[src/rtl/gcn_comb_pkg.sv]
// Shared definitions for the combination result read path.
//   row_data_t  : one row of products as stored in the result buffer
//   rd_state_e  : read sequencer states
//   SKID_DEPTH  : entries in the output skid FIFO (credit limit for reads)
package gcn_comb_pkg;

  localparam int PKG_WEIGHT_COLS    = 3;
  localparam int PKG_DOT_PROD_WIDTH = 16;
  localparam int SKID_DEPTH         = 2;

  typedef logic [PKG_WEIGHT_COLS*PKG_DOT_PROD_WIDTH-1:0] row_data_t;

  typedef enum logic [1:0] {
    IDLE  = 2'd0,
    READ  = 2'd1,
    DRAIN = 2'd2,
    DONE  = 2'd3
  } rd_state_e;

endpackage

[src/rtl/row_skid_fifo.sv]
// Two-entry skid FIFO holding {row tag, row data}. The head entry is a
// register, so the output is never a combinational path from the push side.
// Ports:
//   clk, reset            clock, asynchronous active-high reset
//   push, push_tag/data   write an entry (must not be issued when full)
//   pop                   remove the head entry (only when not empty)
//   head_tag, head_data   registered head entry
//   full, empty, count    occupancy status
module row_skid_fifo
  import gcn_comb_pkg::*;
#(
  parameter int TAG_W  = 3,
  parameter int DATA_W = 48,
  parameter int CNT_W  = $clog2(SKID_DEPTH + 1)
) (
  input  logic              clk,
  input  logic              reset,
  input  logic              push,
  input  logic [TAG_W-1:0]  push_tag,
  input  logic [DATA_W-1:0] push_data,
  input  logic              pop,
  output logic [TAG_W-1:0]  head_tag,
  output logic [DATA_W-1:0] head_data,
  output logic              full,
  output logic              empty,
  output logic [CNT_W-1:0]  count
);

  localparam int ENT_W = TAG_W + DATA_W;
  localparam logic [CNT_W-1:0] CNT_ZERO = '0;
  localparam logic [CNT_W-1:0] CNT_ONE  = CNT_W'(1);
  localparam logic [CNT_W-1:0] CNT_FULL = CNT_W'(SKID_DEPTH);

  logic [ENT_W-1:0] head_q, head_d;
  logic [ENT_W-1:0] tail_q, tail_d;
  logic [CNT_W-1:0] count_q, count_d;
  logic [ENT_W-1:0] push_ent;

  assign push_ent = {push_tag, push_data};

  always_comb begin
    head_d  = head_q;
    tail_d  = tail_q;
    count_d = count_q;
    case (count_q)
      CNT_ZERO: begin
        if (push) begin
          head_d  = push_ent;
          count_d = CNT_ONE;
        end
      end
      CNT_ONE: begin
        // push+pop with one entry: the new entry goes straight to the head
        if (push && pop) begin
          head_d = push_ent;
        end else if (push) begin
          tail_d  = push_ent;
          count_d = CNT_FULL;
        end else if (pop) begin
          count_d = CNT_ZERO;
        end
      end
      default: begin
        if (pop) begin
          head_d  = tail_q;
          count_d = CNT_ONE;
          if (push) begin
            tail_d  = push_ent;
            count_d = CNT_FULL;
          end
        end
      end
    endcase
  end

  always_ff @(posedge clk or posedge reset) begin
    if (reset) begin
      head_q  <= '0;
      tail_q  <= '0;
      count_q <= '0;
    end else begin
      head_q  <= head_d;
      tail_q  <= tail_d;
      count_q <= count_d;
    end
  end

  assign head_tag  = head_q[ENT_W-1:DATA_W];
  assign head_data = head_q[DATA_W-1:0];
  assign count     = count_q;
  assign empty     = (count_q == CNT_ZERO);
  assign full      = (count_q == CNT_FULL);

  // The upstream credit logic must never push into a full FIFO.
  a_no_overflow : assert property (@(posedge clk) disable iff (reset) !(push && full));

endmodule

[src/rtl/combination_row_reader.sv]
// Read-side sequencer for the combination result buffer. On start it walks
// row addresses 0..FEATURE_ROWS-1, issues synchronous reads, and streams each
// row with its index downstream over valid/ready through a 2-entry skid FIFO.
// Ports:
//   clk, reset            clock, asynchronous active-high reset
//   start                 1-cycle request, sampled only in IDLE
//   rd_en, rd_addr        result buffer read strobe and row address
//   rd_data               row data, valid one cycle after rd_en
//   out_valid, out_ready  downstream handshake
//   out_data, out_row     row payload and its row index
//   busy                  high in READ/DRAIN/DONE
//   done                  1-cycle pulse after the final row is accepted
module combination_row_reader
  import gcn_comb_pkg::*;
#(
  parameter int FEATURE_ROWS   = 6,
  parameter int WEIGHT_COLS    = PKG_WEIGHT_COLS,
  parameter int DOT_PROD_WIDTH = PKG_DOT_PROD_WIDTH,
  parameter int FEATURE_WIDTH  = (FEATURE_ROWS > 1) ? $clog2(FEATURE_ROWS) : 1
) (
  input  logic                                  clk,
  input  logic                                  reset,
  input  logic                                  start,
  output logic                                  rd_en,
  output logic [FEATURE_WIDTH-1:0]              rd_addr,
  input  logic [WEIGHT_COLS*DOT_PROD_WIDTH-1:0] rd_data,
  output logic                                  out_valid,
  input  logic                                  out_ready,
  output logic [WEIGHT_COLS*DOT_PROD_WIDTH-1:0] out_data,
  output logic [FEATURE_WIDTH-1:0]              out_row,
  output logic                                  busy,
  output logic                                  done
);

  localparam int ROW_W = WEIGHT_COLS * DOT_PROD_WIDTH;
  localparam int CNT_W = $clog2(SKID_DEPTH + 1);
  localparam logic [FEATURE_WIDTH-1:0] LAST_ROW = FEATURE_WIDTH'(FEATURE_ROWS - 1);
  localparam logic [CNT_W-1:0]         CNT_ONE  = CNT_W'(1);

  rd_state_e                state_q, state_d;
  logic [FEATURE_WIDTH-1:0] row_q, row_d;
  logic                     inflight_q;
  logic [FEATURE_WIDTH-1:0] inflight_row_q;

  logic                     pop;
  logic                     fifo_full;
  logic                     fifo_empty;
  logic [CNT_W-1:0]         fifo_count;
  logic [CNT_W:0]           credit_used;
  logic [CNT_W:0]           credit_lim;
  logic                     last_issued;
  logic                     drain_clear;

  assign pop = out_valid && out_ready;

  // A read is allowed only if, after this cycle's pop, the row it returns
  // still has a FIFO slot: buffered + in flight - popped < SKID_DEPTH.
  assign credit_used = {1'b0, fifo_count} + {{CNT_W{1'b0}}, inflight_q};
  assign credit_lim  = (CNT_W+1)'(SKID_DEPTH) + {{CNT_W{1'b0}}, pop};
  assign rd_en       = (state_q == READ) && (credit_used < credit_lim);
  assign rd_addr     = row_q;
  assign last_issued = rd_en && (row_q == LAST_ROW);

  // Nothing in flight and the FIFO empties by the end of this cycle, so the
  // final handshake is happening now (or already happened).
  assign drain_clear = !inflight_q && (fifo_empty || (fifo_count == CNT_ONE && pop));

  always_comb begin
    state_d = state_q;
    case (state_q)
      IDLE:    if (start)       state_d = READ;
      READ:    if (last_issued) state_d = DRAIN;
      DRAIN:   if (drain_clear) state_d = DONE;
      default:                  state_d = IDLE;
    endcase
  end

  // Row counter saturates at the last row; it is rewound when the transfer ends.
  always_comb begin
    row_d = row_q;
    if (state_q == DONE) begin
      row_d = '0;
    end else if (rd_en && (row_q != LAST_ROW)) begin
      row_d = row_q + FEATURE_WIDTH'(1);
    end
  end

  always_ff @(posedge clk or posedge reset) begin
    if (reset) begin
      state_q        <= IDLE;
      row_q          <= '0;
      inflight_q     <= 1'b0;
      inflight_row_q <= '0;
    end else begin
      state_q        <= state_d;
      row_q          <= row_d;
      inflight_q     <= rd_en;
      if (rd_en) begin
        inflight_row_q <= row_q;
      end
    end
  end

  // Read data arrives one cycle after rd_en and is pushed with its row tag.
  row_skid_fifo #(
    .TAG_W (FEATURE_WIDTH),
    .DATA_W(ROW_W),
    .CNT_W (CNT_W)
  ) u_skid (
    .clk      (clk),
    .reset    (reset),
    .push     (inflight_q),
    .push_tag (inflight_row_q),
    .push_data(rd_data),
    .pop      (pop),
    .head_tag (out_row),
    .head_data(out_data),
    .full     (fifo_full),
    .empty    (fifo_empty),
    .count    (fifo_count)
  );

  assign out_valid = !fifo_empty;
  assign busy      = (state_q != IDLE);
  assign done      = (state_q == DONE);

endmodule

[config.mk]
export PLATFORM = sky130hd
export DESIGN_NAME = combination_row_reader
export DESIGN_NICKNAME = d
export VERILOG_FILES = /design/src/rtl/gcn_comb_pkg.sv /design/src/rtl/row_skid_fifo.sv /design/src/rtl/combination_row_reader.sv
export SDC_FILE = /design/constraint.sdc
export NUM_CORES = 1
export LEC_CHECK = 0
export ABC_AREA = 1
export BUFFER_PORTS_ARGS = -buffer_cell sky130_fd_sc_hd__buf_4
export CAP_MARGIN = 20
export CORE_MARGIN = 1
export CORE_UTILIZATION = 54
export CTS_CLUSTER_SIZE = 14
export DETAILED_ROUTE_END_ITERATION = 16
export PLACE_DENSITY = 0.8
export SLEW_MARGIN = 20
export SYNTH_ARGS = -nofsm -noshare
export SYNTH_HDL_FRONTEND = slang
export SYNTH_SLANG_ARGS = --single-unit
[constraint.sdc]
create_clock -name clk -period 5.56 [get_ports clk]
set_clock_uncertainty 0.15 [all_clocks]
set_input_delay 1.112 -clock clk [delete_from_list [all_inputs] [get_ports clk]]
set_output_delay 1.112 -clock clk [all_outputs]
set_load 0.05 [all_outputs]
==> reports/results.ini <==
[outcome]
status = complete, but fails checks
violations = DRC

[setup_path]
cp.required_ps = 4300
slowest_stage = inv_2
crit_top_cell = nand2_1
cpPeakStageDelay_ps = 690
end_kind = primary output
worst-path-buf-inv = 3
path_cells = inv_2 -> nand2_1 -> nand2_1 -> nand2_1 -> nand2_1 -> inv_1 -> buf_4
cp-start-kind = flip-flop
cp_max_fo = 56
r2r_start = u_skid.count[1]
crit_cells = 7
rr_worst_depth = 5
path_class = flip-flop to primary output
path_delay_family = buffers and inverters
arrival_ps = 2580
r2r_slack_ps = 2670
r2r_end = u_skid.tail_q[7]

[route]
wire_per_inst_um = 13.80
viasPerCell = 5.155
drc_errors = 14
totalWireLength_um = 11020
drtAntennaViolNets = 0
firstDrtPassIters = 11
vias = 4119
drt_iter0_drc = 259

[timing]
hold_violations = 0
tightest_slew_ps = 950.4
fin_crit_ps = 3838
finalSetupViolCount = 0
rsz0062_at_grt = no
relSlewSlack_pct = 36.55
tns_ps = 0
max_clock_freq_mhz = 260.6
slew_viol_final = 0
fin_crit_sh_pct = 69.02

[hold_path]
worstHoldEndpoint = u_skid.tail_q[31]
hp-start = u_skid.tail_q[31]
hold_path_class = flip-flop to flip-flop
hold_depth = 2

[cts]
cts-hold-fix-buffers = 0
cts_root_buf = clkbuf_8
clkTransAtPathRegs_ps = 50
cts_tree = yes
clk_latency_ps = 520
post_cts_buffers = 0
cts_htree_levels = 4
cts_buffers = 17
cts_sinks = 113
cts_buffer_depth = 2
cts_resized = 0

[placement]
port_buffers = 109
gp_congestion = 0.7767
dp_hpwl_um = 6825
dp_cells = 767

[yosys]
synthArstFlopShare_pct = 100.0
ys.flop_type = dfrtp_1
yosysMostFrequentCell = nand2_1
synth_area_per_cell_um2 = 8.536
ys_seq_area_share_pct = 57.11
synthTopCellsByCount = nand2_1, dfrtp_1, inv_1, nor2_1, o21ai_0
synth_warnings = 0
synthesis.nets = 640
ys_ff_latch = 113
synth_top_area_share_pct = 57.11
synthCells = 580
synth_area_um2 = 4951
ys_types = 17
synth-edff-count = 0
synth_top_cell_by_area = dfrtp_1
synth_area_leaders = dfrtp_1, nand2_1, a31oi_1, o21ai_0, inv_1

[final_layout]
nNetsFinal = 738
multi_input_area_um2 = 1692
num-fill-cells = 649
final_cells = 799
regArea_um2 = 2829
diodes = 0
area_growth_pct = 28.61
final_layout_size_suffix_gt1_share_pct = 21.71

[floorplan]
die_h_um = 97.75
initial_core_util_pct = 56.22
num_rows = 34
dieArea_um2 = 9555
io-pin-count = 110
die_w_um = 97.75
coreArea_um2 = 8806

[global_routing]
grt_max_degree = 103
antenna_found_initial = 0
grt.total_usage_pct = 25.17
grt_pass1_wl_um = 18770
grt_overflow = 0
grt_pass1_vias = 4010

[pwr]
ir_drop_v = 0.0004199
p_per_area_nw_per_um2 = 737.3
p_leak_nw = 3.274

[job]
max_cap_viol_count = 0

==> power by group <==
part | switching, mW | internal [mW] | leakage (nW)
Sequential | 0.225 | 1.22 | 1.35
Clock | 0.363 | 0.746 | 0.297
Combinational | 1.50 | 0.640 | 1.62
==> kinds of logic (layout without fill, tap and decap cells) <==
| logic type | after synthesis | after routing | share of synthesized area (%) |
|---|---|---|---|
| flip-flops | 113 | 113 | 57.11 |
| adder cells (fa/ha/maj) | 8 | 8 | 2.022 |
| AND/OR/NAND/NOR | 248 | 248 | 19.13 |
| XOR/XNOR | 1 | 1 | 0.1769 |
| AO/OA/AOI/OAI | 109 | 109 | 12.43 |
| buffers and inverters | 101 | 212 | 9.123 |
==> sequential cells by signal, summed over array words and instances (netlist names) <==
signal and cells:
inflight_row_q 3, inflight_q 1, u_skid.head_q 51, state_q 2, u_skid.tail_q 51, rd_addr 3, u_skid.count 2
==> worst max-delay path by stage <==
| stage | from | to | slack, ps |
|---|---|---|---|
| final | u_skid.count[1] | rd_en | 1720 |
| after global routing | u_skid.count[1] | rd_en | 1540 |
| after CTS | u_skid.count[1] | rd_en | 1690 |
| after detailed placement | u_skid.count[1] | rd_en | 2260 |
| after global placement | u_skid.count[1] | rd_en | 2350 |
| after floorplan | reset | inflight_q | 1310 |
==> cells in the final DEF, fill, tap and decap left out, drive strengths merged, types with 3 or more instances in the layout <==
cell and count:
nand2 180, nor2 57, a21oi 3, inv 67
ha 8, dfrtp 113, clkinv 5, a31oi 51
nand3 9, o21ai 54, bufinv 4, buf 113
clkbuf 21
==> per-stage QoR <==
stage | setup WS [ps] | utilization (%) | area, um^2 | hold WS (ps) | power [mW]
6_report | 1722 | 72.31 | 6367 | 334.2 | 4.695
5_1_grt | 1536 | 72.31 | 6367 | 354.9 | 4.979
4_1_cts | 1692 | 72.31 | 6367 | 336.4 | 4.720
3_5_place_dp | 2264 | 65.39 | 5758 | 322.6 | 3.581
3_3_place_gp | 2348 | 65.39 | 5758 | 315.5 | 3.502
2_1_floorplan | 1311 | - | 4951 | 302.9 | 3.006
==> layout make-up <==
class | count | area share (%)
timing repair buffer | 113 | 13.32
clock buffer | 21 | 7.054
multi-input combinational | 366 | 26.57
tap | 108 | 2.122
inverter | 67 | 3.989
sequential | 113 | 44.43
clock inverter | 11 | 2.515
==> worst register-to-register path, stage by stage, from the launching register on <==
cell     delay [ps]
dfrtp_2         400
inv_2           690
nor2_1          140
inv_1           160
nand3_4         680
o21ai_0         560
==> routing by layer <==
layer  vias up  wire, um  GRT usage, %
met1      1941      4690         31.61
met2       115      5562         40.86
met5         -         0             0
li1       2041         -             -
met4         0       262         12.94
met3        22       509         6.156
Note: power is estimated with default switching activity, not from simulation.
